`config.mk`:
```
export PLATFORM = sky130hd
export DESIGN_NAME = sra_iter_flat
export DESIGN_NICKNAME = d
export VERILOG_FILES = /design/src/rtl/sra_iter_if.sv /design/src/rtl/sra_iter.sv /design/src/flat_wrapper.sv
export SDC_FILE = /design/constraint.sdc
export NUM_CORES = 1
export LEC_CHECK = 0
export ABC_AREA = 0
export BUFFER_PORTS_ARGS = -buffer_cell sky130_fd_sc_hd__buf_2
export CAP_MARGIN = 20
export CORE_MARGIN = 8
export CORE_UTILIZATION = 47
export CTS_BUF_LIST = sky130_fd_sc_hd__clkbuf_8
export CTS_CLUSTER_DIAMETER = 200
export CTS_CLUSTER_SIZE = 16
export DETAILED_ROUTE_END_ITERATION = 7
export PLACE_DENSITY = 0.78
export SLEW_MARGIN = 20
export SYNTH_ARGS = -nofsm -noshare
export SYNTH_HDL_FRONTEND = slang
export SYNTH_SLANG_ARGS = --single-unit
```
`constraint.sdc`:
```
create_clock -name clk -period 2.25 [get_ports clk]
set_clock_uncertainty 0.05 [all_clocks]
set_input_delay 0.45 -clock clk [delete_from_list [all_inputs] [get_ports clk]]
set_output_delay 0.45 -clock clk [all_outputs]
set_load 0.02 [all_outputs]
```
`src/rtl/sra_iter_if.sv`:
```
// Request/result bundle for the iterative arithmetic right-shift unit.
// The requester drives start/in1/in2 and observes out/busy/done.
// The shifter takes the opposite direction on every signal.
interface sra_iter_if #(
    parameter int WIDTH = 32
);
    logic             start;
    logic [WIDTH-1:0] in1;
    logic [WIDTH-1:0] in2;
    logic [WIDTH-1:0] out;
    logic             busy;
    logic             done;

    modport master (
        output start,
        output in1,
        output in2,
        input  out,
        input  busy,
        input  done
    );

    modport slave (
        input  start,
        input  in1,
        input  in2,
        output out,
        output busy,
        output done
    );
endinterface

```
`src/rtl/sra_iter.sv`:
```
// Iterative arithmetic right shift: shifts one bit per clock and fills vacated bits with the sign.
// Latency: for shift amount n, done pulses n+1 cycles after the accepting edge (1..WIDTH cycles).
// Backpressure: start is ignored while busy is high; the caller stalls on busy, with no queueing.
module sra_iter #(
    parameter int WIDTH = 32,
    parameter int SHW   = 5
) (
    input  logic      clk,
    input  logic      rst,
    sra_iter_if.slave bus
);

    typedef enum logic {
        IDLE  = 1'b0,
        SHIFT = 1'b1
    } state_t;

    state_t           state;
    logic [WIDTH-1:0] acc;
    logic [SHW-1:0]   cnt;
    logic [WIDTH-1:0] out_q;
    logic             done_q;

    // Only the low SHW bits of the amount matter; the rest are deliberately dropped.
    logic unused_in2_hi;
    assign unused_in2_hi = ^bus.in2[WIDTH-1:SHW];

    assign bus.out  = out_q;
    assign bus.done = done_q;
    assign bus.busy = (state == SHIFT);

    // Control FSM and datapath: capture on start, shift while cnt is nonzero, then publish the result.
    always_ff @(posedge clk or posedge rst) begin
        if (rst) begin
            state  <= IDLE;
            acc    <= '0;
            cnt    <= '0;
            out_q  <= '0;
            done_q <= 1'b0;
        end else begin
            done_q <= 1'b0;
            case (state)
                IDLE: begin
                    if (bus.start) begin
                        acc   <= bus.in1;
                        cnt   <= bus.in2[SHW-1:0];
                        state <= SHIFT;
                    end
                end
                SHIFT: begin
                    if (cnt != '0) begin
                        // The top bit is replicated, so the original sign fills every vacated position.
                        acc <= {acc[WIDTH-1], acc[WIDTH-1:1]};
                        cnt <= cnt - 1'b1;
                    end else begin
                        out_q  <= acc;
                        done_q <= 1'b1;
                        state  <= IDLE;
                    end
                end
            endcase
        end
    end

endmodule

```
`src/flat_wrapper.sv`:
```
// flat-port wrapper written by rule: the top's interface ports become plain ports
module sra_iter_flat 
#(
    parameter int WIDTH = 32,
    parameter int SHW   = 5
)
  (clk, rst, bus_start, bus_in1, bus_in2, bus_out, bus_busy, bus_done);
  sra_iter_if #(.WIDTH(WIDTH)) bus_i ();
  input  logic clk;
  input  logic rst;
  input wire logic [$bits(bus_i.start)-1:0] bus_start;
  input wire logic [$bits(bus_i.in1)-1:0] bus_in1;
  input wire logic [$bits(bus_i.in2)-1:0] bus_in2;
  output wire logic [$bits(bus_i.out)-1:0] bus_out;
  output wire logic [$bits(bus_i.busy)-1:0] bus_busy;
  output wire logic [$bits(bus_i.done)-1:0] bus_done;
  assign bus_i.start = bus_start;
  assign bus_i.in1 = bus_in1;
  assign bus_i.in2 = bus_in2;
  assign bus_out = bus_i.out;
  assign bus_busy = bus_i.busy;
  assign bus_done = bus_i.done;
  sra_iter #(.WIDTH(WIDTH), .SHW(SHW)) u_core (.clk(clk), .rst(rst), .bus(bus_i));
endmodule
```
==> flow_summary_export.csv, run 1 <==
group,metric,value,unit
run_status,status,"finished clean",
setup_path,critPathSlowestCell,"a21oi_4",
synth,synthCells,219,
die,die_h,96.8,um
synth,ys.warnings.count,0,
clocking,root_buffer,"clkbuf_8",
die,dieArea,0.00936,mm^2
clocking,cts_tree,"done",
setup_path,r2r-start,"u_core.cnt[0]",
finish,syn_to_final_growth,22.4,%
clocking,cts_num_sinks,71,
route,drc,0,
route,vias_per_cell,5.66,
sta,setup_ws,0.147,ns
sta,holdWs,0.127,ns
power,p_total,6040,uW
route,postRouteAntennaNets,0,
global_routing,grt_pass1_wl,11100,um
placed_design,post-dp-hpwl,4520,um
sta,fin_setup_tns,0,ns
worst_hold_path,hold_class,"in -> async",
synth,yosysTopAreaCell,"dfrtp_1",
synth,yosysMostFrequentCell,"dfrtp_1",
finish,fin_nets,363,
synth,avgSynthCellArea,14.0,um^2
synth,synth_common_cells,"dfrtp_1 (71), mux2_2 (32), nand3b_1 (29)",
power,vdd_drop_max,1.05,mV
setup_path,crit_required,2.47,ns
synth,synth-seq-cells,71,
route,first_iter_violations,97,
synth,synth_nets,287,
setup_path,crit_fanout,33,
sta,grt_setup_unrepaired,"false",
power,power.density,1610,mW/mm^2
setup_path,end_kind,"flop",
synth,ys_types,31,
route,wl,6670,um
setup_path,rrSetupSlack,0.15,ns
die,fp.dieW,96.8,um
die,initial_core_util,48.6,%
finish,layout-drive-gt1-share,52.7,%
sta,finalSetupViolations,0,
global_routing,grt_pass1_vias,2263,
global_routing,grt_max_degree,72,
die,ioPinCount,101,
synth,synth_area_leaders,"dfrtp_1 (58%), mux2_2 (12%), o221a_2 (8.4%), nand3b_1 (7.1%), o221a_1 (2.6%)",
route,drtPass1Iterations,4,
clocking,cts_setup_buffers,0,
synth,yosysTopAreaCellShare,58.0,%
placed_design,portBuffers,73,
finish,n_antenna_cell,0,
sta,max-slew-margin-rel,38.1,%
finish,ff_latch_area,0.00178,mm^2
setup_path,r2r_cells,5,
synth,syn-cell-area,0.00307,mm^2
sta,final-hold-violation-count,0,
synth,ys.flop_type,"dfrtp_1",
global_routing,antenna_found_initial,0,
clocking,cts.htree.levels,3,
sta,slew_viol_final,0,
setup_path,slowest_delay,0.75,ns
route,wl_per_cell,17.7,um
synth,ys_seq_area_share,58.0,%
sta,post-route-period-util,93.5,%
clocking,clk_pin_slew,0.08,ns
power,p_leak,0.00163,uW
flow_run,cap_viol_max_count,0,
global_routing,grt_usage,14.2,%
synth,synth_edf_count,0,
clocking,cts_buffers,9,
setup_path,critPathLaunchType,"flop",
global_routing,grt_remaining_overflow,0,
die,core-area,0.00631,mm^2
route,via_count,2134,
setup_path,crit_type,"reg -> reg",
finish,multi_input_area,0.00115,mm^2
synth,async_reset_ff_share,100,%
sta,fin_crit,2.10,ns
placed_design,routabilityCongestion,0.807,
die,num_rows,29,
sta,fmax,476,MHz
clocking,clock_path_buffers,2,
clocking,cts_resized,0,
clocking,cts_hold_buffers,0,
setup_path,r2r_end,"u_core.acc[5]",
finish,fillCellCount,533,
setup_path,cp.arrival,2.32,ns
placed_design,preCtsSetupSlack,0.165,ns
sta,worst_pin_slew,0.927,ns
clocking,clock_latency,0.34,ns
setup_path,path_cells,"inv_1, ha_1, nor4b_2, a21oi_4, o221a_2",
-- through the flow --
stage / instances / utilization (%) / area (um^2)
floorplan: 219 / - / 3070
global placement: 361 / 55.5 / 3510
detailed placement: 361 / 55.5 / 3510
CTS: 377 / 59.5 / 3750
global route: 377 / 59.5 / 3750
finish: 377 / 59.5 / 3750
-- report_power, final --
group,switching (uW),internal [uW]
registers,402,1900
clock network,466,763
logic,1260,1260
total,2130,3920
-- worst max-delay path, delay by kind of cell, from the launching register on --
| kind | cells | cell delay (ns) |
|---|---|---|
| buffers and inverters | 1 | 0.06 |
| AND/OR/NAND/NOR | 1 | 0.20 |
| flip-flops | 1 | 0.42 |
| adder cells (fa/ha/maj) | 1 | 0.23 |
| AO/OA/AOI/OAI | 2 | 1.07 |
-- layout make-up --
| class | count | area share (%) |
|---|---|---|
| clock buffer | 10 | 3.67 |
| clock inverter | 6 | 2.90 |
| inverter | 6 | 0.700 |
| multi-input combinational | 124 | 30.8 |
| sequential | 71 | 47.3 |
| tap | 77 | 2.57 |
| timing repair buffer | 83 | 12.1 |
-- state kept, by name, indices dropped and copies added, names as in the netlist --
name and flops:
u_core.acc 32, u_core.bus.busy 1, u_core.bus.out 32, u_core.cnt 5
u_core.bus.done 1
-- how the worst max path moves through the flow --
stage                  startpoint                 end  slack (ns)  cells after the start
global route        u_core.cnt[0]      u_core.acc[14]        0.06                      5
global placement    u_core.cnt[0]  u_core.bus.out[27]        0.20                      6
detailed placement  u_core.cnt[0]  u_core.bus.out[19]        0.16                      6
floorplan           u_core.cnt[0]       u_core.acc[4]        0.57                      7
finish              u_core.cnt[0]       u_core.acc[5]        0.15                      5
CTS                 u_core.cnt[0]  u_core.bus.out[22]        0.15                      6
-- metal layers --
layer  vias to the layer above  wire (um)  GRT usage, %
met5                         -          0             0
met2                        73       3040          21.8
met3                         7        511          6.12
li1                        985          -             -
met1                      1069       3060          17.7
met4                         0         58          4.50
-- cell families after synthesis --
group | count (synthesis) | share of synthesized area [%]
adders and majority gates | 1 | 0.408
AOI/OAI and AO/OA | 44 | 14.3
DFF | 71 | 58.0
muxes | 33 | 12.1
buffers and inverters | 24 | 4.73
and+or+nand+nor | 46 | 10.5
-- placed cells by master (no fill, tap or decap), types with 2 or more instances in the layout --
master,netlist,final
mux2_2,32,32
nand2_1,5,5
o21ai_0,3,3
o21a_1,2,2
nor2b_1,2,2
inv_1,6,6
nand3_1,2,2
clkbuf_8,0,10
nor3b_1,2,2
bufinv_16,0,3
a31oi_1,2,2
buf_4,0,9
o311ai_0,2,2
o221a_1,7,7
nand3b_1,29,29
dfrtp_1,71,71
o221a_2,23,23
clkinvlp_4,0,3
buf_2,11,73
Power figures use the tool's default switching activity.
==> inputs of run 2 (changes only) <==
REMOVE_ABC_BUFFERS = 1   (was default)
==> flow_summary_export.csv, run 2 (synthesized netlist as in run 1, its figures left out) <==
group,metric,value,unit
run_status,status,"finished clean",
finish,n_antenna_cell,0,
power,p_total,5810,uW
die,initial_core_util,48.6,%
die,num_rows,29,
route,wl,6730,um
sta,grt_setup_unrepaired,"false",
power,power.density,1570,mW/mm^2
clocking,cts_resized,0,
power,p_leak,0.00161,uW
clocking,clk_pin_slew,0.07,ns
setup_path,endpoint,"u_core.acc[20]",
finish,final_cell_mix,"buf_2 (73), dfrtp_1 (70), mux2_2 (32), nand3b_1 (29), o221a_2 (23)",
sta,fin_crit,2.09,ns
setup_path,cp.arrival,2.31,ns
finish,syn_to_final_growth,20.5,%
route,wl_per_cell,17.9,um
route,postRouteAntennaNets,0,
finish,multi_input_area,0.00115,mm^2
sta,post-route-period-util,93.1,%
die,ioPinCount,101,
global_routing,grt_pass1_wl,11500,um
finish,fin_nets,362,
setup_path,r2r_end,"u_core.acc[20]",
sta,holdWs,0.139,ns
placed_design,portBuffers,73,
finish,ff_latch_area,0.00178,mm^2
setup_path,crit_required,2.47,ns
setup_path,r2r_cells,5,
finish,layout-drive-gt1-share,53.0,%
clocking,clock_path_buffers,2,
sta,fmax,478,MHz
global_routing,use_met2,24.0,%
clocking,cts_buffers,9,
global_routing,use_met1,17.8,%
route,vias_per_cell,5.67,
setup_path,crit_fanout,33,
sta,final-hold-violation-count,0,
setup_path,path_cells,"inv_1, ha_1, nor4b_2, a21oi_4, o221a_2",
global_routing,grt_pass1_vias,2351,
global_routing,grt_max_degree,72,
setup_path,critPathLaunchType,"flop",
placed_design,post-dp-hpwl,4530,um
global_routing,grt_remaining_overflow,0,
clocking,clock_latency,0.33,ns
finish,mostFrequentLayoutCell,"buf_2",
sta,finalSetupViolations,0,
setup_path,crit_type,"reg -> reg",
sta,slew_viol_final,0,
placed_design,routabilityCongestion,0.878,
flow_run,cap_viol_max_count,0,
global_routing,busiest_layer,"met2",
clocking,cts.htree.levels,3,
clocking,cts_setup_buffers,0,
setup_path,end_kind,"flop",
sta,worst_pin_slew,0.907,ns
power,vdd_drop_max,0.811,mV
clocking,cts_num_sinks,71,
route,first_iter_violations,64,
setup_path,critPathSlowestCell,"a21oi_4",
clocking,cts_hold_buffers,0,
clocking,cts_tree,"done",
clocking,root_buffer,"clkbuf_8",
die,core-area,0.00631,mm^2
finish,postLayoutCellArea,0.00369,mm^2
route,drtPass1Iterations,4,
worst_hold_path,hold_class,"in -> async",
sta,max-slew-margin-rel,39.4,%
route,via_count,2127,
route,drc,0,
die,dieArea,0.00936,mm^2
global_routing,grt.met3_usage,5.05,%
die,die_h,96.8,um
global_routing,grt_usage,14.9,%
finish,fillCellCount,530,
setup_path,slowest_delay,0.74,ns
setup_path,cp-startpoint,"u_core.cnt[0]",
setup_path,r2r-start,"u_core.cnt[0]",
global_routing,antenna_found_initial,0,
die,fp.dieW,96.8,um
placed_design,dpl_cell_area,0.00350,mm^2
setup_path,rrSetupSlack,0.16,ns
run 2: power by group:
| part | total [uW] | switching, uW | internal, uW |
|---|---|---|---|
| registers | 2300 | 398 | 1900 |
| logic | 2520 | 1260 | 1260 |
| clock network | 1000 | 439 | 561 |
| total | 5810 | 2100 | 3720 |
run 2: metal layers:
layer  vias to the layer above  part of all wire (%)  wire length, um
met1                      1083                    45             3020
met5                         -                     0                0
li1                        982                     -                -
met2                        53                    48             3260
met4                         0                   1.2               84
met3                         9                   5.4              365
run 2: worst max-delay path, delay by kind of cell (launching register included):
family                     cells  cell delay [ns]
and+or+nand+nor                1             0.20
DFF                            1             0.42
buffers and inverters          1             0.07
adders and majority gates      1             0.24
AOI/OAI and AO/OA              2             1.06
run 2: final cells by class:
| cell class | count | share of cell area (%) |
|---|---|---|
| clock buffers | 11 | 4.10 |
| clock inverters | 4 | 1.22 |
| inverters | 6 | 0.610 |
| multi-input cells | 124 | 31.3 |
| flip-flops and latches | 71 | 48.1 |
| well taps | 77 | 2.61 |
| repair buffers | 82 | 12.1 |
run 2: how the worst min path moves through the flow:
stage | startpoint | endpoint | slack [ns] | depth (start not counted)
finish | rst | u_core.cnt[2] | 0.14 | 3
global route | rst | u_core.bus.out[1] | 0.17 | 3
CTS | rst | u_core.bus.out[1] | 0.15 | 3
detailed placement | u_core.bus.out[5] | u_core.bus.out[5] | 0.44 | 1
global placement | u_core.bus.out[13] | u_core.bus.out[13] | 0.43 | 1
floorplan | u_core.acc[31] | u_core.acc[31] | 0.41 | 2
run 2: per-stage QoR:
step,instances,utilization (%),setup slack [ns],TNS (ns)
floorplan,201,-,-0.777,-29.86
global placement,360,55.4,0.233,0
detailed placement,360,55.4,0.180,0
CTS,375,58.5,0.146,0
global route,375,58.5,0.00989,0
finish,375,58.5,0.156,0
